<file path="config.mk">
export PLATFORM = sky130hd
export DESIGN_NAME = id_stage
export DESIGN_NICKNAME = d
export VERILOG_FILES = /design/src/rtl/riscv_pkg.sv /design/src/rtl/regfile_2r1w.sv /design/src/rtl/id_stage.sv
export SDC_FILE = /design/constraint.sdc
export NUM_CORES = 2
export LEC_CHECK = 0
export BUFFER_PORTS_ARGS = -buffer_cell sky130_fd_sc_hd__buf_2
export CAP_MARGIN = 30
export CORE_UTILIZATION = 56
export DETAILED_ROUTE_END_ITERATION = 8
export PLACE_DENSITY = 0.73
export SETUP_SLACK_MARGIN = 0.05
export SLEW_MARGIN = 25
export SYNTH_ARGS = -nofsm -noshare
export SYNTH_HDL_FRONTEND = slang
export SYNTH_SLANG_ARGS = --single-unit
</file>
<file path="constraint.sdc">
create_clock -name clk -period 42.4 [get_ports clk]
set_clock_uncertainty 0.2 [all_clocks]
set_input_delay 8.48 -clock clk [delete_from_list [all_inputs] [get_ports clk]]
set_output_delay 8.48 -clock clk [all_outputs]
set_load 0.02 [all_outputs]
</file>
<file path="src/rtl/riscv_pkg.sv">
// Shared RV32I decode definitions: opcodes, ALU codes, immediate kinds, ID/EX record.
// Latency: none (types, constants and a pure function only).
// Backpressure: not applicable.
package riscv_pkg;

  localparam int XLEN   = 32;
  localparam int REG_AW = 5;

  localparam logic [6:0] OPC_LUI    = 7'b0110111;
  localparam logic [6:0] OPC_AUIPC  = 7'b0010111;
  localparam logic [6:0] OPC_JAL    = 7'b1101111;
  localparam logic [6:0] OPC_JALR   = 7'b1100111;
  localparam logic [6:0] OPC_BRANCH = 7'b1100011;
  localparam logic [6:0] OPC_LOAD   = 7'b0000011;
  localparam logic [6:0] OPC_STORE  = 7'b0100011;
  localparam logic [6:0] OPC_OP_IMM = 7'b0010011;
  localparam logic [6:0] OPC_OP     = 7'b0110011;

  // ALU codes are {funct7[5], funct3}; only the two forced by decode are named.
  localparam logic [3:0] ALU_ADD = 4'b0000;
  localparam logic [3:0] ALU_SUB = 4'b1000;

  typedef enum logic [2:0] {
    IMM_NONE,
    IMM_I,
    IMM_S,
    IMM_B,
    IMM_U,
    IMM_J
  } imm_type_e;

  // Everything the execute stage receives; an all-zero value is a bubble.
  typedef struct packed {
    logic [XLEN-1:0]   pc;
    logic [XLEN-1:0]   rs1_data;
    logic [XLEN-1:0]   rs2_data;
    logic [XLEN-1:0]   imm;
    logic [REG_AW-1:0] rs1;
    logic [REG_AW-1:0] rs2;
    logic [REG_AW-1:0] rd;
    logic [2:0]        funct3;
    logic [3:0]        alu_op;
    logic              alu_src;
    logic              pc_src;
    logic              mem_read;
    logic              mem_write;
    logic              reg_write;
    logic              branch;
    logic              jump;
    logic              illegal;
  } idex_t;

  // Sign-extended immediate for the given encoding format.
  function automatic logic [XLEN-1:0] gen_imm(input logic [31:0] instr, input imm_type_e kind);
    logic [XLEN-1:0] imm;
    case (kind)
      IMM_I:   imm = {{20{instr[31]}}, instr[31:20]};
      IMM_S:   imm = {{20{instr[31]}}, instr[31:25], instr[11:7]};
      IMM_B:   imm = {{19{instr[31]}}, instr[31], instr[7], instr[30:25], instr[11:8], 1'b0};
      IMM_U:   imm = {instr[31:12], 12'b0};
      IMM_J:   imm = {{11{instr[31]}}, instr[31], instr[19:12], instr[20], instr[30:21], 1'b0};
      default: imm = '0;
    endcase
    return imm;
  endfunction

endpackage

</file>
<file path="src/rtl/regfile_2r1w.sv">
// Architectural register file, two read ports and one write port, x0 reads as zero.
// Latency: reads combinational with same-cycle write-through; write lands on the rising edge.
// Backpressure: none, a write is accepted every cycle it is enabled.
module regfile_2r1w #(
  parameter int WIDTH    = 32,
  parameter int NUM_REGS = 32,
  parameter int ADDR_W   = $clog2(NUM_REGS)
) (
  input  logic              clk,
  input  logic              rst,
  input  logic              we,
  input  logic [ADDR_W-1:0] waddr,
  input  logic [WIDTH-1:0]  wdata,
  input  logic [ADDR_W-1:0] raddr1,
  input  logic [ADDR_W-1:0] raddr2,
  output logic [WIDTH-1:0]  rdata1,
  output logic [WIDTH-1:0]  rdata2
);

  logic [WIDTH-1:0] regs [NUM_REGS];
  logic             wr_en;

  assign wr_en = we && (waddr != '0);

  // Register array: cleared asynchronously, writes to x0 dropped.
  always_ff @(posedge clk or posedge rst) begin
    if (rst) begin
      for (int i = 0; i < NUM_REGS; i++) regs[i] <= '0;
    end else if (wr_en) begin
      regs[waddr] <= wdata;
    end
  end

  // Read port 1: x0 is zero, a same-cycle write to the read index is forwarded.
  always_comb begin
    rdata1 = regs[raddr1];
    if (raddr1 == '0)                    rdata1 = '0;
    else if (wr_en && waddr == raddr1)   rdata1 = wdata;
  end

  // Read port 2: same rules as port 1.
  always_comb begin
    rdata2 = regs[raddr2];
    if (raddr2 == '0)                    rdata2 = '0;
    else if (wr_en && waddr == raddr2)   rdata2 = wdata;
  end

endmodule

</file>
<file path="src/rtl/id_stage.sv">
// RV32I decode: control decode, register read, immediate build, load-use hazard, ID/EX register.
// Latency: one cycle from decode inputs to ex_* outputs; stall_o is combinational.
// Backpressure: raises stall_o for one cycle on a load-use pair and inserts a bubble meanwhile.
module id_stage
  import riscv_pkg::*;
#(
  parameter int DATA_WIDTH = 32,
  parameter int NUM_REGS   = 32
) (
  input  logic                  clk,
  input  logic                  rst,
  input  logic [31:0]           id_pc_i,
  input  logic [31:0]           id_instr_i,
  input  logic                  flush,
  input  logic                  wb_we_i,
  input  logic [4:0]            wb_rd_i,
  input  logic [DATA_WIDTH-1:0] wb_data_i,
  output logic                  stall_o,
  output logic [31:0]           ex_pc_o,
  output logic [DATA_WIDTH-1:0] ex_rs1_data_o,
  output logic [DATA_WIDTH-1:0] ex_rs2_data_o,
  output logic [31:0]           ex_imm_o,
  output logic [4:0]            ex_rs1_o,
  output logic [4:0]            ex_rs2_o,
  output logic [4:0]            ex_rd_o,
  output logic [2:0]            ex_funct3_o,
  output logic [3:0]            ex_alu_op_o,
  output logic                  ex_alu_src_o,
  output logic                  ex_pc_src_o,
  output logic                  ex_mem_read_o,
  output logic                  ex_mem_write_o,
  output logic                  ex_reg_write_o,
  output logic                  ex_branch_o,
  output logic                  ex_jump_o,
  output logic                  ex_illegal_o
);

  logic [6:0]            opcode;
  logic [2:0]            funct3;
  logic [4:0]            rs1_idx, rs2_idx, rd_idx;
  logic [DATA_WIDTH-1:0] rf_rs1_data, rf_rs2_data;
  logic                  rs1_used, rs2_used, rd_used, known;
  logic                  hazard;
  imm_type_e             imm_type;
  idex_t                 dec, idex_q;

  assign opcode  = id_instr_i[6:0];
  assign funct3  = id_instr_i[14:12];
  assign rs1_idx = id_instr_i[19:15];
  assign rs2_idx = id_instr_i[24:20];
  assign rd_idx  = id_instr_i[11:7];

  regfile_2r1w #(
    .WIDTH    (DATA_WIDTH),
    .NUM_REGS (NUM_REGS)
  ) u_rf (
    .clk    (clk),
    .rst    (rst),
    .we     (wb_we_i),
    .waddr  (wb_rd_i),
    .wdata  (wb_data_i),
    .raddr1 (rs1_idx),
    .raddr2 (rs2_idx),
    .rdata1 (rf_rs1_data),
    .rdata2 (rf_rs2_data)
  );

  // Decode the instruction into the ID/EX record; unknown non-zero words flag illegal only.
  always_comb begin
    dec      = '0;
    imm_type = IMM_NONE;
    rs1_used = 1'b0;
    rs2_used = 1'b0;
    rd_used  = 1'b0;
    known    = 1'b1;
    case (opcode)
      OPC_LUI: begin
        imm_type = IMM_U; rd_used = 1'b1;
        dec.reg_write = 1'b1; dec.alu_src = 1'b1;
      end
      OPC_AUIPC: begin
        imm_type = IMM_U; rd_used = 1'b1;
        dec.reg_write = 1'b1; dec.alu_src = 1'b1; dec.pc_src = 1'b1;
      end
      OPC_JAL: begin
        imm_type = IMM_J; rd_used = 1'b1;
        dec.reg_write = 1'b1; dec.jump = 1'b1; dec.alu_src = 1'b1; dec.pc_src = 1'b1;
      end
      OPC_JALR: begin
        imm_type = IMM_I; rs1_used = 1'b1; rd_used = 1'b1;
        dec.reg_write = 1'b1; dec.jump = 1'b1; dec.alu_src = 1'b1;
      end
      OPC_BRANCH: begin
        imm_type = IMM_B; rs1_used = 1'b1; rs2_used = 1'b1;
        dec.branch = 1'b1; dec.alu_op = ALU_SUB;
      end
      OPC_LOAD: begin
        imm_type = IMM_I; rs1_used = 1'b1; rd_used = 1'b1;
        dec.mem_read = 1'b1; dec.reg_write = 1'b1; dec.alu_src = 1'b1;
      end
      OPC_STORE: begin
        imm_type = IMM_S; rs1_used = 1'b1; rs2_used = 1'b1;
        dec.mem_write = 1'b1; dec.alu_src = 1'b1;
      end
      OPC_OP_IMM: begin
        imm_type = IMM_I; rs1_used = 1'b1; rd_used = 1'b1;
        dec.reg_write = 1'b1; dec.alu_src = 1'b1;
        // instr[30] is part of the immediate except for the SRLI/SRAI selector.
        dec.alu_op = {(funct3 == 3'b101) ? id_instr_i[30] : 1'b0, funct3};
      end
      OPC_OP: begin
        rs1_used = 1'b1; rs2_used = 1'b1; rd_used = 1'b1;
        dec.reg_write = 1'b1;
        dec.alu_op = {id_instr_i[30], funct3};
      end
      default: begin
        known       = 1'b0;
        dec.illegal = (id_instr_i != 32'h0);
      end
    endcase
    dec.pc       = id_pc_i;
    dec.imm      = gen_imm(id_instr_i, imm_type);
    dec.funct3   = known ? funct3 : 3'b0;
    dec.rs1      = rs1_used ? rs1_idx : 5'd0;
    dec.rs2      = rs2_used ? rs2_idx : 5'd0;
    dec.rd       = rd_used ? rd_idx : 5'd0;
    dec.rs1_data = (opcode == OPC_LUI) ? '0 : rf_rs1_data;
    dec.rs2_data = rf_rs2_data;
  end

  // Load-use hazard: the load now in EX writes a register this instruction reads.
  always_comb begin
    hazard = idex_q.mem_read && (idex_q.rd != 5'd0) &&
             ((rs1_used && rs1_idx == idex_q.rd) || (rs2_used && rs2_idx == idex_q.rd));
  end

  // A redirect makes the stall pointless, so flush suppresses it.
  assign stall_o = hazard && !flush;

  // ID/EX pipeline register: bubble on flush or hazard, otherwise the decoded instruction.
  always_ff @(posedge clk or posedge rst) begin
    if (rst)                  idex_q <= '0;
    else if (flush || hazard) idex_q <= '0;
    else                      idex_q <= dec;
  end

  assign ex_pc_o        = idex_q.pc;
  assign ex_rs1_data_o  = idex_q.rs1_data;
  assign ex_rs2_data_o  = idex_q.rs2_data;
  assign ex_imm_o       = idex_q.imm;
  assign ex_rs1_o       = idex_q.rs1;
  assign ex_rs2_o       = idex_q.rs2;
  assign ex_rd_o        = idex_q.rd;
  assign ex_funct3_o    = idex_q.funct3;
  assign ex_alu_op_o    = idex_q.alu_op;
  assign ex_alu_src_o   = idex_q.alu_src;
  assign ex_pc_src_o    = idex_q.pc_src;
  assign ex_mem_read_o  = idex_q.mem_read;
  assign ex_mem_write_o = idex_q.mem_write;
  assign ex_reg_write_o = idex_q.reg_write;
  assign ex_branch_o    = idex_q.branch;
  assign ex_jump_o      = idex_q.jump;
  assign ex_illegal_o   = idex_q.illegal;

endmodule

</file>
-- Word level (Yosys, flattened, before mapping)
Cells that the tools add are included.
- eq/ne operators: 19
- order comparisons: 4
- mux-type cells: 34
- bitwise gates (word level): 3
- reductions and logical operators: 26
- operators with widths (cell ; number):
    $bwmux 1024 ; 1
    $bmux 32 s5 ; 2
    $mux 32 ; 10
    $demux 32 s5 ; 1
    $pmux 32 s5 ; 1
    $mux 158 ; 1
    $reduce_bool 32->1 ; 1
    $eq 7x6->1 const B ; 3
    $eq 7x7->1 const B ; 3
    $eq 5x5->1 ; 4
    $ge 6x6->1 const B ; 3
    $not 5->6 ; 3
    $mux 5 ; 3
    $pmux 3 s5 ; 1
    $eq 7x5->1 const B ; 2
    $reduce_or 7->1 ; 2
    $mux 1 ; 12
    $pmux 4 s3 ; 1
    $logic_not 5->1 ; 2
    $reduce_bool 5->1 ; 2
    $eq 3x3->1 const B ; 3
    $logic_and 1x1->1 ; 9
    $reduce_or 9->1 ; 1
    $eq 7x2->1 const B ; 1
    other kinds (9) ; 14
- input bits: 105
- register bits: 1182
- output and inout bits: 159
- logic and storage cells: 135

-- Depth between registers and ports, before layout
- depth in word-level cells: 8
- gate-level depth with buffers: 11
- gate-level depth less buffers: 6

-- Modules after synthesis
A second synthesis with hierarchy kept.
- cell total of the unflattened synthesis: 4500
- area total of the unflattened synthesis: 61579.1 µm²
- modules (own cells, without submodules) (module ; times used ; cells each ; area each (µm²) ; seq. area each (µm²)):
    regfile_2r1w ; 1 ; 3967 ; 55497.0 ; 25624.6
    id_stage ; 1 ; 533 ; 6082.1 ; 3953.8

-- Worst setup path after synthesis
OpenSTA, ideal clock, no wires.
- kind: input -> output
- from: in id_instr_i[20]
- to: out stall_o
- stages: 8
- path buffers: 3
- setup slack: 23.624 ns
- data required time: 33.720 ns
- arrival: 10.096 ns
- path through: buf_6 xor2_1 nor4_1 nand4_1 a211o_1 buf_2 clkbuf_1 nor2_1
- cells in the longest elaborated chain, start to end: 5
- RTL lines (item ; RTL line ; text):
    from (decl) ; id_stage.sv:13 ; input logic [31:0] id_instr_i,
    $eq 5x5->1 ; id_stage.sv:134 ; ((rs1_used && rs1_idx == idex_q.rd) || (rs2_used && rs2_idx == idex_q.rd));
    $logic_and 1x1->1 ; id_stage.sv:134 ;
    $logic_or 1x1->1 ; id_stage.sv:134 ;
    $logic_and 1x1->1 ; id_stage.sv:133 ; hazard = idex_q.mem_read && (idex_q.rd != 5'd0) &&
    $logic_and 1x1->1 ; id_stage.sv:138 ; assign stall_o = hazard && !flush;
    to (decl) ; id_stage.sv:18 ; output logic stall_o,
Every way passes these cells.

-- Worst setup path after layout
Same ends and word-level chain as after synthesis.

==> run metrics <==
DPL Wire Length 104000 µm; initial core utilization 56.7%; GRT met2 Usage 53.8%; most frequent cells in the layout 1182 x dfrtp_1, 1058 x mux2_2, 370 x mux4_2; number of global-route vias before repair 40700; Worst setup SP type primary input; Syn Inst Count 4211; TritonCTS clock tree yes; core area 0.106 mm²; hold-fix buffers at CTS 0; Rows 119; full die area 0.108 mm²; ys async rst share 100%; CTS Buf Count 130; CTS resizes 0; Synth Area in Adders 0%; nets 4356; Area after DPL 0.0620 mm²; Required @ worst endpoint 33720 ps; Ys Warns 0; initial antenna violation count 8; layout filler cell count 7807; count of input and output buffers 263; CP Max Fanout 63; routability cong. 0.901; ys flop type dfrtp_1; Root Driver clkbuf_16; worst hold slack 199 ps; Setup Buffers After CTS 0; Synth Area in XOR/XNOR 0.293%; largest net degree at the start of global routing 174; number of routed nets with antenna violations 0; Slew @ Worst Pin 1120 ps; Register Area 0.0296 mm²; commonest non-fill, non-tap cell in the layout dfrtp_1; first-pass iteration count of the detailed router 9; Mapped Area 0.0598 mm²; final hold viol count 0; Pwr Total 0.00318 W; Most Used Layer, Global Route met2; Seq/Total Area, Yosys 49.4%; Max Transition Viols Final 0; pwr/cell area 47.8 mW/mm²; multi-input logic area 0.0285 mm²; Total GRT Usage 35.8%; Ports 264; WP data arrival 10740 ps; die width 329 µm; Remaining Overflow, GRT 0; CP Capture Type output pin; # DRC 42; period utilization 45.8%; peak supply drop 30.5 µV; fin area 0.0666 mm²; Via density 7.11; failing checks DRC; Max Cap Viol 0; DR vias 40800; clock input transition at the sequential cells of the worst setup and hold paths 60 ps; DR iter-0 viols 4984; #FFs+latches synth 1182; clock sink count 1182; final WL 192000 µm; M1 GR Usage 48.8%; Pleak 29.8 nW; layout cells sized above 1 47.5%; Synth Area in Simple Gates 3.53%; setup TNS 0 ps; Net Count, Synth 4316; clk_lat worst skew 760 ps; Finished Core Util 63.1%; layout-stage area growth over the synthesis result 11.3%; Setup-failing EPs final 0; Syn Area/Cell 14.2 µm²; hold crit path type reg -> reg; Netlist cell types 60; first-pass GRT wire length 281000 µm; post-synthesis compound-gate area fraction 6.40%; Die H 329 µm; Slew HR 25.6%; largest family of logic cells by synthesized area multiplexers; minimum clock period 19420 ps; Setup CP Type in -> out; multiplexer area fraction after synthesis 37.0%; Post-synth EDFFs 0; Bufs on Longest Clock Path 3; GR Util met3 8.54%; unrepaired setup endpoints after global routing false; htree depth 4; fmax 51.5 MHz; status finished with violations; Routed WL per cell 33.4 µm
-- flip-flops by register name (all words and copies together) (netlist names) --
register / count
u_rf.regs: 1024
ex_imm_o: 32
ex_pc_o: 32
ex_rs1_data_o: 32
ex_rs2_data_o: 32
ex_rd_o: 5
ex_rs1_o: 5
ex_rs2_o: 5
ex_alu_op_o: 4
ex_funct3_o: 3
ex_alu_src_o: 1
ex_branch_o: 1
ex_illegal_o: 1
ex_jump_o: 1
ex_mem_read_o: 1
ex_mem_write_o: 1
ex_pc_src_o: 1
ex_reg_write_o: 1
-- cell type report --
type | count | share of cell area (%)
antenna | 7 | 0.0263
inverter | 6 | 0.0451
sequential | 1182 | 44.4
tap | 1391 | 2.61
clock inverter | 29 | 0.534
timing repair buffer | 373 | 3.70
clock buffer | 196 | 5.94
multi-input combinational | 2558 | 42.7
-- synth_stat cells (20+ instances only) --
cell type  count  area [µm²]
a22o_1        60         526
nor2_1        43         161
and2_1        27         169
o22ai_1       86         538
nand2_1       92         345
buf_1         86         323
and3_1        41         257
dfrtp_1     1182       29600
buf_4         20         150
mux2_2      1058       11900
a211oi_1      68         510
clkbuf_1     239         897
nor3_1        34         170
mux2i_1      186        1860
mux4_2       370        8330
nor2b_1       49         307
a221oi_1      30         263
nand4_1       21         131
buf_2        116         581
a22oi_1      146        1100
a21oi_1       70         350
o221ai_1      20         175
nand3_1       34         170
-- path summary, 6_finish.rpt --
kind	cells after the start	from	to	slack [ps]
max	8	id_instr_i[20]	stall_o	22980
max reg2reg	6	ex_rd_o[1]$_DFF_PP0_	ex_rs2_data_o[22]$_DFF_PP0_	38920
max in group asynchronous	9	rst	u_rf.regs[172]$_DFFE_PP0P_	30380
min reg2reg	0	u_rf.regs[1017]$_DFFE_PP0P_	u_rf.regs[1017]$_DFFE_PP0P_	200
min	0	u_rf.regs[1017]$_DFFE_PP0P_	u_rf.regs[1017]$_DFFE_PP0P_	200
min in group asynchronous	2	rst	ex_pc_o[10]$_DFF_PP0_	7620
-- power by group --
part	internal (W)	switching, W	leakage [nW]	total (W)
clock	0.000675	0.000469	2.13	0.00114
sequential	0.00132	0.000142	15.3	0.00146
combinational	0.000330	0.000247	12.3	0.000577
total	0.00233	0.000858	29.8	0.00318
-- critical path, stage by stage --
cell,delay [ps]
buf_8,560
xor2_1,140
nor4_1,440
nand4_1,230
a211o_1,330
buf_4,240
nor2_1,110
buf_2,170
-- cells by family after synthesis --
group,Yosys count
DFF,1182
xor gates and xnor gates,20
buffers and inverters,471
and+or+nand+nor,393
muxes,1614
AOI/OAI and AO/OA,531
-- metal layers --
metal	vias up	part of all wire (%)
met5	-	0
met4	0	5.6
met3	587	10
met2	2525	46
met1	21500	39
li1	16200	-
-- metrics by stage --
| step | cells | worst slack (ps) |
|---|---|---|
| 4_1_cts | 5724 | 22930 |
| 3_3_place_gp | 5496 | 22890 |
| 6_report | 5742 | 22980 |
| 3_5_place_dp | 5499 | 22930 |
| 2_1_floorplan | 4211 | 424 |
| 5_1_grt | 5739 | 22750 |
Note: power is estimated with default switching activity, not from simulation.
